[src/rtl/pipe_ctrl_scheduler_pkg.sv]
`default_nettype none
// ============================================================================
// Module  : pipe_ctrl_scheduler_pkg
// Brief   : Shared pipeline-register modes, scheduler FSM states, hazard width
// Revision: 1.0
// ============================================================================
`ifndef Hazard_Signal_Width
`define Hazard_Signal_Width 4
`endif

package pipe_ctrl_scheduler_pkg;

   localparam int HZ_SIGNAL_W = `Hazard_Signal_Width;

   localparam logic [1:0] c_mode_normal = 2'b00;
   localparam logic [1:0] c_mode_stall  = 2'b01;
   localparam logic [1:0] c_mode_flush  = 2'b10;

   typedef enum logic [1:0] {
      c_st_run  = 2'd0,
      c_st_hold = 2'd1,
      c_st_memw = 2'd2
   } ctrl_state_t;

   // The reserved encoding 2'b11 must never reach a pipeline register.
   function automatic logic [1:0] sanitize_mode(input logic [1:0] mode);
      return (mode == 2'b11) ? c_mode_flush : mode;
   endfunction

endpackage

`default_nettype wire

[src/rtl/pipe_ctrl_perf_cnt.sv]
`default_nettype none
// ============================================================================
// Module  : pipe_ctrl_perf_cnt
// Brief   : Pair of saturating 32-bit event counters (stall cycles, flushes)
// Revision: 1.0
// ============================================================================
module pipe_ctrl_perf_cnt (
   input  logic        clk,
   input  logic        rst,
   input  logic        stall_evt,
   input  logic        flush_evt,
   output logic [31:0] stall_cycles,
   output logic [31:0] flush_events
);

   logic [1:0]  w_evt;
   logic [31:0] r_cnt [2];

   assign w_evt = {flush_evt, stall_evt};

   generate
      for (genvar gi = 0; gi < 2; gi++) begin : g_cnt
         always_ff @(posedge clk) begin
            if (rst) begin
               r_cnt[gi] <= '0;
            end else if (w_evt[gi] && (r_cnt[gi] != 32'hFFFF_FFFF)) begin
               r_cnt[gi] <= r_cnt[gi] + 32'd1;
            end
         end
      end
   endgenerate

   assign stall_cycles = r_cnt[0];
   assign flush_events = r_cnt[1];

endmodule

`default_nettype wire

[src/rtl/pipe_ctrl_scheduler.sv]
`default_nettype none
// ============================================================================
// Module  : pipe_ctrl_scheduler
// Brief   : Merges memory-wait, redirect and hazard requests into per-stage
//           pipeline modes; optional perf counters under PIPE_CTRL_PERF_EN.
// Revision: 1.0
// ============================================================================
`ifndef Hazard_Signal_Width
`define Hazard_Signal_Width 4
`endif

module pipe_ctrl_scheduler
   import pipe_ctrl_scheduler_pkg::*;
#(
   parameter int HZ_W = `Hazard_Signal_Width,
   parameter int PC_W = 32
) (
   input  logic            clk,
   input  logic            rst,
   input  logic [1:0]      hz_if_id_mode,
   input  logic [1:0]      hz_id_exe_mode,
   input  logic            hz_if_stall,
   input  logic [HZ_W-1:0] hz_signal_cycle,
   input  logic            mem_busy,
   input  logic            exe_redirect,
   input  logic [PC_W-1:0] exe_redirect_pc,
   output logic            if_stall,
   output logic            if_redirect,
   output logic [PC_W-1:0] if_redirect_pc,
   output logic [1:0]      if_id_mode,
   output logic [1:0]      id_exe_mode,
   output logic [1:0]      exe_mem_mode,
   output logic [1:0]      mem_wb_mode,
   output logic            ctrl_busy
`ifdef PIPE_CTRL_PERF_EN
   ,
   output logic [31:0]     perf_stall_cycles,
   output logic [31:0]     perf_flush_events
`endif
);

   ctrl_state_t     r_state;
   logic [HZ_W-1:0] r_hold_cnt;
   logic [1:0]      r_hold_if_id;
   logic [1:0]      r_hold_id_exe;
   logic            r_hold_if_stall;
   logic            r_pend_valid;
   logic [PC_W-1:0] r_pend_pc;

   logic            w_pend_fire;
   logic            w_redirect;
   logic [PC_W-1:0] w_redirect_pc;
   logic            w_hz_pass;
   logic            w_replay;

   // A pending redirect leaves MEMW ahead of any fresh EXE redirect.
   assign w_pend_fire   = (r_state == c_st_memw) && r_pend_valid;
   assign w_redirect    = !mem_busy && (w_pend_fire || exe_redirect);
   assign w_redirect_pc = w_pend_fire ? r_pend_pc : exe_redirect_pc;
   assign w_hz_pass     = (r_state == c_st_run) && !mem_busy && !exe_redirect &&
                          (hz_signal_cycle != '0);
   assign w_replay      = (r_state == c_st_hold) && !mem_busy && !exe_redirect;

   always_comb begin
      if_stall       = 1'b0;
      if_redirect    = 1'b0;
      if_redirect_pc = '0;
      if_id_mode     = c_mode_normal;
      id_exe_mode    = c_mode_normal;
      exe_mem_mode   = c_mode_normal;
      mem_wb_mode    = c_mode_normal;
      ctrl_busy      = 1'b0;
      if (rst) begin
         if_stall     = 1'b1;
         if_id_mode   = c_mode_flush;
         id_exe_mode  = c_mode_flush;
         exe_mem_mode = c_mode_flush;
         mem_wb_mode  = c_mode_flush;
      end else begin
         ctrl_busy = (r_state != c_st_run);
         if (mem_busy) begin
            if_stall     = 1'b1;
            if_id_mode   = c_mode_stall;
            id_exe_mode  = c_mode_stall;
            exe_mem_mode = c_mode_stall;
            mem_wb_mode  = c_mode_flush;
         end else if (w_redirect) begin
            if_redirect    = 1'b1;
            if_redirect_pc = w_redirect_pc;
            if_id_mode     = c_mode_flush;
            id_exe_mode    = c_mode_flush;
         end else if (w_hz_pass) begin
            if_stall    = hz_if_stall;
            if_id_mode  = sanitize_mode(hz_if_id_mode);
            id_exe_mode = sanitize_mode(hz_id_exe_mode);
         end else if (w_replay) begin
            if_stall    = r_hold_if_stall;
            if_id_mode  = r_hold_if_id;
            id_exe_mode = r_hold_id_exe;
         end
      end
   end

   always_ff @(posedge clk) begin
      if (rst) begin
         r_state         <= c_st_run;
         r_hold_cnt      <= '0;
         r_hold_if_id    <= c_mode_normal;
         r_hold_id_exe   <= c_mode_normal;
         r_hold_if_stall <= 1'b0;
         r_pend_valid    <= 1'b0;
         r_pend_pc       <= '0;
      end else if (mem_busy) begin
         // Memory wait wins from every state; a redirect seen now is deferred.
         r_state    <= c_st_memw;
         r_hold_cnt <= '0;
         if (exe_redirect) begin
            r_pend_valid <= 1'b1;
            r_pend_pc    <= exe_redirect_pc;
         end
      end else begin
         case (r_state)
            c_st_run: begin
               if (!exe_redirect && (hz_signal_cycle > HZ_W'(1))) begin
                  r_state         <= c_st_hold;
                  r_hold_cnt      <= hz_signal_cycle - HZ_W'(1);
                  r_hold_if_id    <= sanitize_mode(hz_if_id_mode);
                  r_hold_id_exe   <= sanitize_mode(hz_id_exe_mode);
                  r_hold_if_stall <= hz_if_stall;
               end
            end
            c_st_hold: begin
               if (exe_redirect || (r_hold_cnt <= HZ_W'(1))) begin
                  r_state    <= c_st_run;
                  r_hold_cnt <= '0;
               end else begin
                  r_hold_cnt <= r_hold_cnt - HZ_W'(1);
               end
            end
            c_st_memw: begin
               r_state      <= c_st_run;
               r_pend_valid <= 1'b0;
            end
            default: begin
               r_state    <= c_st_run;
               r_hold_cnt <= '0;
            end
         endcase
      end
   end

`ifdef PIPE_CTRL_PERF_EN
   pipe_ctrl_perf_cnt u_perf_cnt (
      .clk          (clk),
      .rst          (rst),
      .stall_evt    (if_stall && !rst),
      .flush_evt    (if_redirect),
      .stall_cycles (perf_stall_cycles),
      .flush_events (perf_flush_events)
   );
`endif

endmodule

`default_nettype wire

[config.mk]
export PLATFORM = sky130hd
export DESIGN_NAME = pipe_ctrl_scheduler
export DESIGN_NICKNAME = d
export VERILOG_FILES = /design/src/rtl/pipe_ctrl_scheduler_pkg.sv /design/src/rtl/pipe_ctrl_perf_cnt.sv /design/src/rtl/pipe_ctrl_scheduler.sv
export SDC_FILE = /design/constraint.sdc
export NUM_CORES = 1
export LEC_CHECK = 0
export CAP_MARGIN = 0
export CORE_MARGIN = 3
export CORE_UTILIZATION = 40
export DETAILED_ROUTE_END_ITERATION = 6
export PLACE_DENSITY = 0.73
export SLEW_MARGIN = 40
export SYNTH_ARGS = -nofsm -noshare
export SYNTH_HDL_FRONTEND = slang
export SYNTH_SLANG_ARGS = --single-unit
[constraint.sdc]
create_clock -name clk -period 3.6 [get_ports clk]
set_clock_uncertainty 0.2 [all_clocks]
set_input_delay 0.36 -clock clk [delete_from_list [all_inputs] [get_ports clk]]
set_output_delay 0.36 -clock clk [all_outputs]
set_load 0.005 [all_outputs]
# Yosys cells after proc, flatten, opt, wreduce, memory -nomap -nowiden
# Index checks and enable logic that the tools add are counted.
# word_totals
reg_bits	44
output_inout_bits	43
in_bits	45
# op_classes
mux	39
n_eq_ne	9
reduce_logical	23
addsub	2
magnitude_cmp	2
bitwise	2
# op_table
op	count
$mux 32	4
$mux 2	18
$mux 1	13
$pmux 4 s3	1
$reduce_and 2->1	5
$logic_and 1x1->1	8
$mux 4	2
$sub 4x1->4 const B	2
$eq 2x2->1 const B	3
$ne 2x1->1 const B	3
$ne 3x2->1 const B	2
$gt 4x1->1 const B	1
$le 4x1->1 const B	1
$pmux 2 s2	1
$reduce_bool 2->1	2
$reduce_bool 4->1	1
$reduce_and 3->1	1
$eq 2x1->1 const B	1
$logic_not 1->1	2
$logic_not 2->1	1
$logic_or 1x1->1	2
$not 1->1	2
$reduce_or 2->1	1

# Logic depth before layout (Yosys ltp)
# Gate-level depths: netlist (run 1).
# logic_depth
word_depth	8
mapped_depth	6

# Worst setup path before layout (run 1)
# OpenSTA, ideal clock, no wires.
# synth_path
kind	input-to-output
start	in hz_signal_cycle[1]
end	out if_stall
path_stages	5
arrival_ps	1313
path_slack_ps	1727
path_cell_list	inv_1 ha_1 inv_1 o311a_2 a221o_1
# synth_between
elab_chain_cells	6
# synth_rtl
element	line_no	rtl
start: declaration	pipe_ctrl_scheduler.sv:23	input logic [HZ_W-1:0] hz_signal_cycle,
$reduce_bool 4->1	pipe_ctrl_scheduler.sv:61	(hz_signal_cycle != '0);
$logic_and 1x1->1	pipe_ctrl_scheduler.sv:60	assign w_hz_pass = (r_state == c_st_run) && !mem_busy && !exe_redirect &&
$mux 1	pipe_ctrl_scheduler.sv:92	end else if (w_hz_pass) begin
$mux 1	pipe_ctrl_scheduler.sv:87	end else if (w_redirect) begin
$mux 1	pipe_ctrl_scheduler.sv:81	if (mem_busy) begin
$mux 1	pipe_ctrl_scheduler.sv:73	if (rst) begin
end: declaration	pipe_ctrl_scheduler.sv:27	output logic if_stall,
# Every way passes these cells.

# Worst setup path after layout (run 1)
# layout_path
start	in mem_busy
end	out if_redirect_pc[4]
# layout_between
elab_chain_cells	5
# layout_rtl
element	line_no	rtl
start: declaration	pipe_ctrl_scheduler.sv:24	input logic mem_busy,
$logic_not 1->1	pipe_ctrl_scheduler.sv:58	assign w_redirect = !mem_busy && (w_pend_fire || exe_redirect);
$logic_and 1x1->1	pipe_ctrl_scheduler.sv:58	
$mux 32	pipe_ctrl_scheduler.sv:87	
$mux 32 *	pipe_ctrl_scheduler.sv:81	
$mux 32 *	pipe_ctrl_scheduler.sv:73	
end: declaration	pipe_ctrl_scheduler.sv:29	output logic [PC_W-1:0] if_redirect_pc,
# Every way passes the cells marked *; elsewhere a longest branch is shown, timed or not.

==> impl_metrics.ini, run 1 <==
[synthesis]
synth.net_count = 405
yosysWarnings = 0
post_synth.cell_area_avg_um2 = 6.82
synthFlopType = dfxtp_1
yosys-top-cells-count = 133 x nand2_1, 71 x a21oi_1, 44 x dfxtp_1
async_reset_ff_share_pct = 0
yosys.area.top_type = dfxtp_1
synthCells = 355
synth-seq-area-share_pct = 36.4
synth_top_area_share_pct = 36.4
synth_edf_count = 0
ys_types = 36
ys_ff_latch = 44
syn_area_um2 = 2420
yosysMostFrequentCell = nand2_1
synth.area.top_cells = dfxtp_1 36%, nand2_1 21%, a21oi_1 15%, buf_2 2.9%, ha_1 2.6%

[layout]
syn2layout_area_growth_pct = 38.4
post_route_cells_drive_above_1_share_pct = 5.16
final_area_um2 = 3350
antenna_cells = 0
fin_util_pct = 59.1
final.fill_count = 548
nNetsFinal = 476

[critical_path]
endpoint_kind = primary output
endpoint = if_redirect_pc[4]
crit_top_cell = clkdlybuf4s50_1
required_ps = 3040
reg2reg_from = r_hold_cnt[0]
worst-endpoint-arrival_ps = 2550
r2r_end = r_hold_cnt[1]
cp.depth = 6
critPathLaunch = mem_busy
reg2regPathDepth = 6
cp-start-kind = primary input
cp_max_fo = 17
cp_cell_sequence = clkdlybuf4s50_1 > nor2_1 > o21ai_2 > buf_4 > a21oi_1 > clkdlybuf4s50_1
critical_path.top_delay_family = buffers and inverters
crit_type = primary input to primary output
critPathSlowestCell = clkdlybuf4s50_1
critPathBufInv = 3
max_stage_delay_ps = 560
reg2reg_slack_ps = 1750

[routing]
wirelength_um = 6690
drtAntennaViolNets = 0
dr_total_vias = 2570
drc = 0
wl_per_cell_um = 13.4
first_pass_iters = 4
vias_per_cell = 5.16
drtIter0Drc = 146

[floorplanning]
initial_core_util_pct = 42.7
die_w_um = 83.8
die_y_um = 83.8
dieArea_um2 = 7020
top_level_ports = 88
core_area_um2 = 5680
fp-row-count = 27

[run_status]
outcome = complete, no violations

[global_route]
met1_usage_pct = 24.3
antenna_found_initial = 0
grt_busiest_layer = met2
grt_pass1_wl_um = 11400
grt_max_degree = 44
grt_overflow_total = 0
grt_util_all_layers_pct = 19.2
grt.met3_usage_pct = 4.24
grt_use_met2_pct = 32.8
first_global_vias = 2458

[clock_tree]
numCtsBuffers = 5
cts-hold-fix-buffers = 0
clkSinkCount = 44
cts_root_buf = clkbuf_8
post_cts_resized = 0
worst_skew_pair.late_latency_ps = 290
postCtsSetupBuffers = 0
cts.clk_slew.worst_paths_ps = 80
cts_tree = yes
cts_max_level = 2
clk_path_buf_depth = 2

[sta]
tns_ps = 0
tightest_slew_ps = 741
slew_viol_final = 0
timing.final.crit_period_ps = 3110
finalSetupViolCount = 0
post-route-period-util_pct = 86.3
rsz0062_at_grt = false
slew_headroom_pct = 50.6
hold_viol = 0
fmax_ghz = 0.322

[worst_hold_path]
min_path_cells = 2
hold_start = r_pend_pc[22]
min_path_type = flip-flop to flip-flop

[power_and_ir_drop]
p_clk_share_pct = 27.9
p_switching_uw = 265
powerDensity_nw_per_um2 = 303
p_int_uw = 750
p_leak_uw = 0.00128
power_frac_comb_pct = 20.7
ir_drop_uv = 253
p_sw_share_pct = 26.1
seqPwrFrac_pct = 51.3

[place]
portBuffers = 86
hpwlAfterDp_um = 4700
place_area_um2 = 3270
place.gp.congestion = 0.801

[run]
drv_cap = 0
## layer usage
layer  part of all wire (%)  up-vias
met4                    1.2        0
met3                    5.3        6
met2                     48       77
met5                      0        -
li1                       -     1303
met1                     46     1184
## cell usage in the layout, fill, tap and decap left out, types with 2 or more instances in the layout
cell and n:
dfxtp_1 44, buf_4 4, xor2_1 4, inv_1 9, nor3_1 3, nor2b_1 4
ha_1 5, nor2_1 14, a211oi_1 2, or2_2 3, clkdlybuf4s50_1 86, nor2_2 2
mux2i_1 4, o22ai_1 2, or3_1 3, clkbuf_8 5, nand2_1 132, o31ai_1 2
a21oi_1 71, a22oi_1 6, o21ai_0 4
## through the flow
step	setup WS, ps	total power [µW]	instances	hold WS [ps]
2_1_floorplan	1730	634	355	236
3_3_place_gp	593	739	491	241
3_5_place_dp	492	743	491	247
4_1_cts	488	1030	498	259
5_1_grt	288	1070	498	274
6_report	492	1010	498	256
## area by class of cell
cell class	count	area, µm²	share of cell area, %
Clock buffer	6	72.6	2.16
Inverter	9	33.8	1.01
Sequential cell	44	881	26.3
Multi-Input combinational cell	276	1380	41.1
Timing Repair Buffer	90	891	26.6
Clock inverter	1	5.00	0.149
Tap cell	72	90.1	2.69
## cells by family (layout without fill, tap and decap cells)
family	count (synthesis)	count (layout)	share of synthesized area, %
AND/OR/NAND/NOR	168	168	28.5
AO/OA/AOI/OAI	94	94	22.5
flip-flops	44	44	36.4
buffers and inverters	35	106	6.77
adder cells (fa/ha/maj)	5	5	2.58
XOR/XNOR	4	4	1.45
multiplexers	4	4	1.65
other	1	1	0.155
## worst register-to-register path, delay by kind of cell (launching register included)
kind	cells	cell delay [ps]
simple gates	1	310
flops	1	390
fa+ha+maj	1	220
compound gates	3	580
buf+inv	1	80
## power groups by stage
| stage | registers, µW | clock network [µW] | logic [µW] |
|---|---|---|---|
| floorplan | 528 | 0 | 106 |
| global placement | 531 | 0 | 208 |
| detailed placement | 532 | 0 | 211 |
| CTS | 521 | 296 | 212 |
| global route | 524 | 314 | 234 |
| finish | 521 | 284 | 210 |
## state kept, by name (all words and copies together), names as in the netlist
signal,cells
r_hold_if_id,2
r_pend_valid,1
r_hold_id_exe,2
r_state,2
r_hold_if_stall,1
r_pend_pc,32
r_hold_cnt,4
## how the worst min path moves through the flow
stage          slack, ps         endpoint
2_1_floorplan        240  r_hold_if_stall
3_3_place_gp         240     r_pend_pc[2]
3_5_place_dp         250    r_pend_pc[22]
4_1_cts              260    r_pend_pc[22]
5_1_grt              270    r_pend_pc[26]
6_report             260    r_pend_pc[22]
No activity file was read; power rests on OpenSTA's default activity.
==> run 2: changes to the inputs <==
- CTS_BUF_LIST: default -> sky130_fd_sc_hd__clkbuf_4 sky130_fd_sc_hd__clkbuf_8
==> run 2 against run 1 <==
Fmax decreased by 0.15%. Register-to-register slack about the same. Critical path type unchanged. Highest routed layer unchanged. Cell count unchanged. Largest cell class unchanged.
==> impl_metrics.ini, run 2 (synthesis gave the netlist of run 1 again) <==
[run]
drv_cap = 0

[clock_tree]
numCtsBuffers = 5
worst_skew_pair.late_latency_ps = 290
clk_path_buf_depth = 2
cts_tree = yes
cts-hold-fix-buffers = 0
post_cts_resized = 0
clkSinkCount = 44
cts.clk_slew.worst_paths_ps = 80
cts_max_level = 2
cts_root_buf = clkbuf_8
postCtsSetupBuffers = 0

[layout]
nNetsFinal = 476
multi_input_comb_area_um2 = 1380
top_register = r_pend_pc
syn2layout_area_growth_pct = 38.6
seqCellArea_um2 = 881
reg.largest.list = r_pend_pc (32), r_hold_cnt (4)
final_common_cell = nand2_1
post_route_cells_drive_above_1_share_pct = 5.40
fin_util_pct = 59.1
final.fill_count = 547
final_cell_mix = 132 x nand2_1, 86 x clkdlybuf4s50_1, 71 x a21oi_1, 44 x dfxtp_1, 14 x nor2_1
antenna_cells = 0
largest_reg_flops = 32

[place]
portBuffers = 86
place.gp.congestion = 0.801
hpwlAfterDp_um = 4700

[routing]
vias_per_cell = 5.16
first_pass_iters = 4
drtIter0Drc = 146
dr_total_vias = 2569
drtAntennaViolNets = 0
wl_per_cell_um = 13.4
wirelength_um = 6690
drc = 0

[floorplanning]
fp-row-count = 27
die_w_um = 83.8
initial_core_util_pct = 42.7
top_level_ports = 88
die_y_um = 83.8
core_area_um2 = 5680
dieArea_um2 = 7020

[sta]
finalSetupViolCount = 0
hold_viol = 0
slew_viol_final = 0
post-route-period-util_pct = 86.5
fmax_ghz = 0.321
timing.final.crit_period_ps = 3110
tns_ps = 0
rsz0062_at_grt = false
slew_headroom_pct = 50.6
tightest_slew_ps = 741

[power_and_ir_drop]
p_sw_share_pct = 25.9
powerDensity_nw_per_um2 = 305
p_switching_uw = 265
p_int_uw = 757
ir_drop_uv = 253
p_leak_uw = 0.00129
seqPwrFrac_pct = 51.0
p_clk_share_pct = 28.5
power_frac_comb_pct = 20.6

[critical_path]
crit_type = primary input to primary output
cp-start-kind = primary input
endpoint_kind = primary output
required_ps = 3040
cp_max_fo = 17
worst-endpoint-arrival_ps = 2550

[global_route]
grt_overflow_total = 0
grt_util_all_layers_pct = 19.2
antenna_found_initial = 0
grt_max_degree = 44
grt_pass1_wl_um = 11400
first_global_vias = 2458

[run_status]
outcome = complete, no violations

[worst_hold_path]
min_path_type = flip-flop to flip-flop
-- run 2: changes by cell type in the layout (fill, tap and decap cells not counted) --
| cell | before | now |
|---|---|---|
| clkbuf_1 | 1 | 0 |
| clkbuf_4 | 0 | 1 |
-- run 2: layer usage --
metal | GRT usage, % | vias to the layer above | routed length, µm | share of wire [%]
li1 | - | 1303 | - | -
met1 | 24.3 | 1184 | 3040 | 45
met2 | 32.8 | 76 | 3210 | 48
met3 | 4.24 | 6 | 365 | 5.5
met4 | 4.82 | 0 | 78 | 1.2
met5 | 0 | - | 0 | 0
-- run 2: worst max-delay path: stages --
cell and delay, ps:
clkdlybuf4s50_1 560, nor2_1 370, o21ai_2 300, buf_4 290
a21oi_1 140, clkdlybuf4s50_1 520
-- run 2: final timing paths --
path / startpoint / endpoint / slack [ps] / depth (start not counted)
worst max-delay path: mem_busy / if_redirect_pc[4] / 490 / 6
worst min-delay path: r_pend_pc[22] / r_pend_pc[22] / 260 / 2
worst max register to register: r_hold_cnt[0] / r_hold_cnt[1] / 1740 / 6
worst min register to register: r_pend_pc[22] / r_pend_pc[22] / 260 / 2
-- run 2: final cells by class --
class,instances,area share (%)
multi-input combinational,276,41.1
timing repair buffer,90,26.5
sequential,44,26.2
tap,72,2.68
clock buffer,6,2.27
inverter,9,1.01
clock inverter,1,0.149
-- run 2: stage by stage --
step                setup WS [ps]  instance area, µm²  power [µW]  hold WS [ps]  cells
global route                  288                3360        1080           274    498
finish                        488                3360        1020           256    498
CTS                           488                3360        1040           259    498
floorplan                    1730                2420         634           236    355
global placement              593                3270         739           241    491
detailed placement            492                3270         743           247    491
-- run 2: power groups by stage --
stage | combinational [µW] | clock, µW | sequential (µW)
floorplan | 106 | 0 | 528
global placement | 208 | 0 | 531
detailed placement | 211 | 0 | 532
CTS | 212 | 304 | 521
global route | 234 | 321 | 524
finish | 210 | 291 | 521
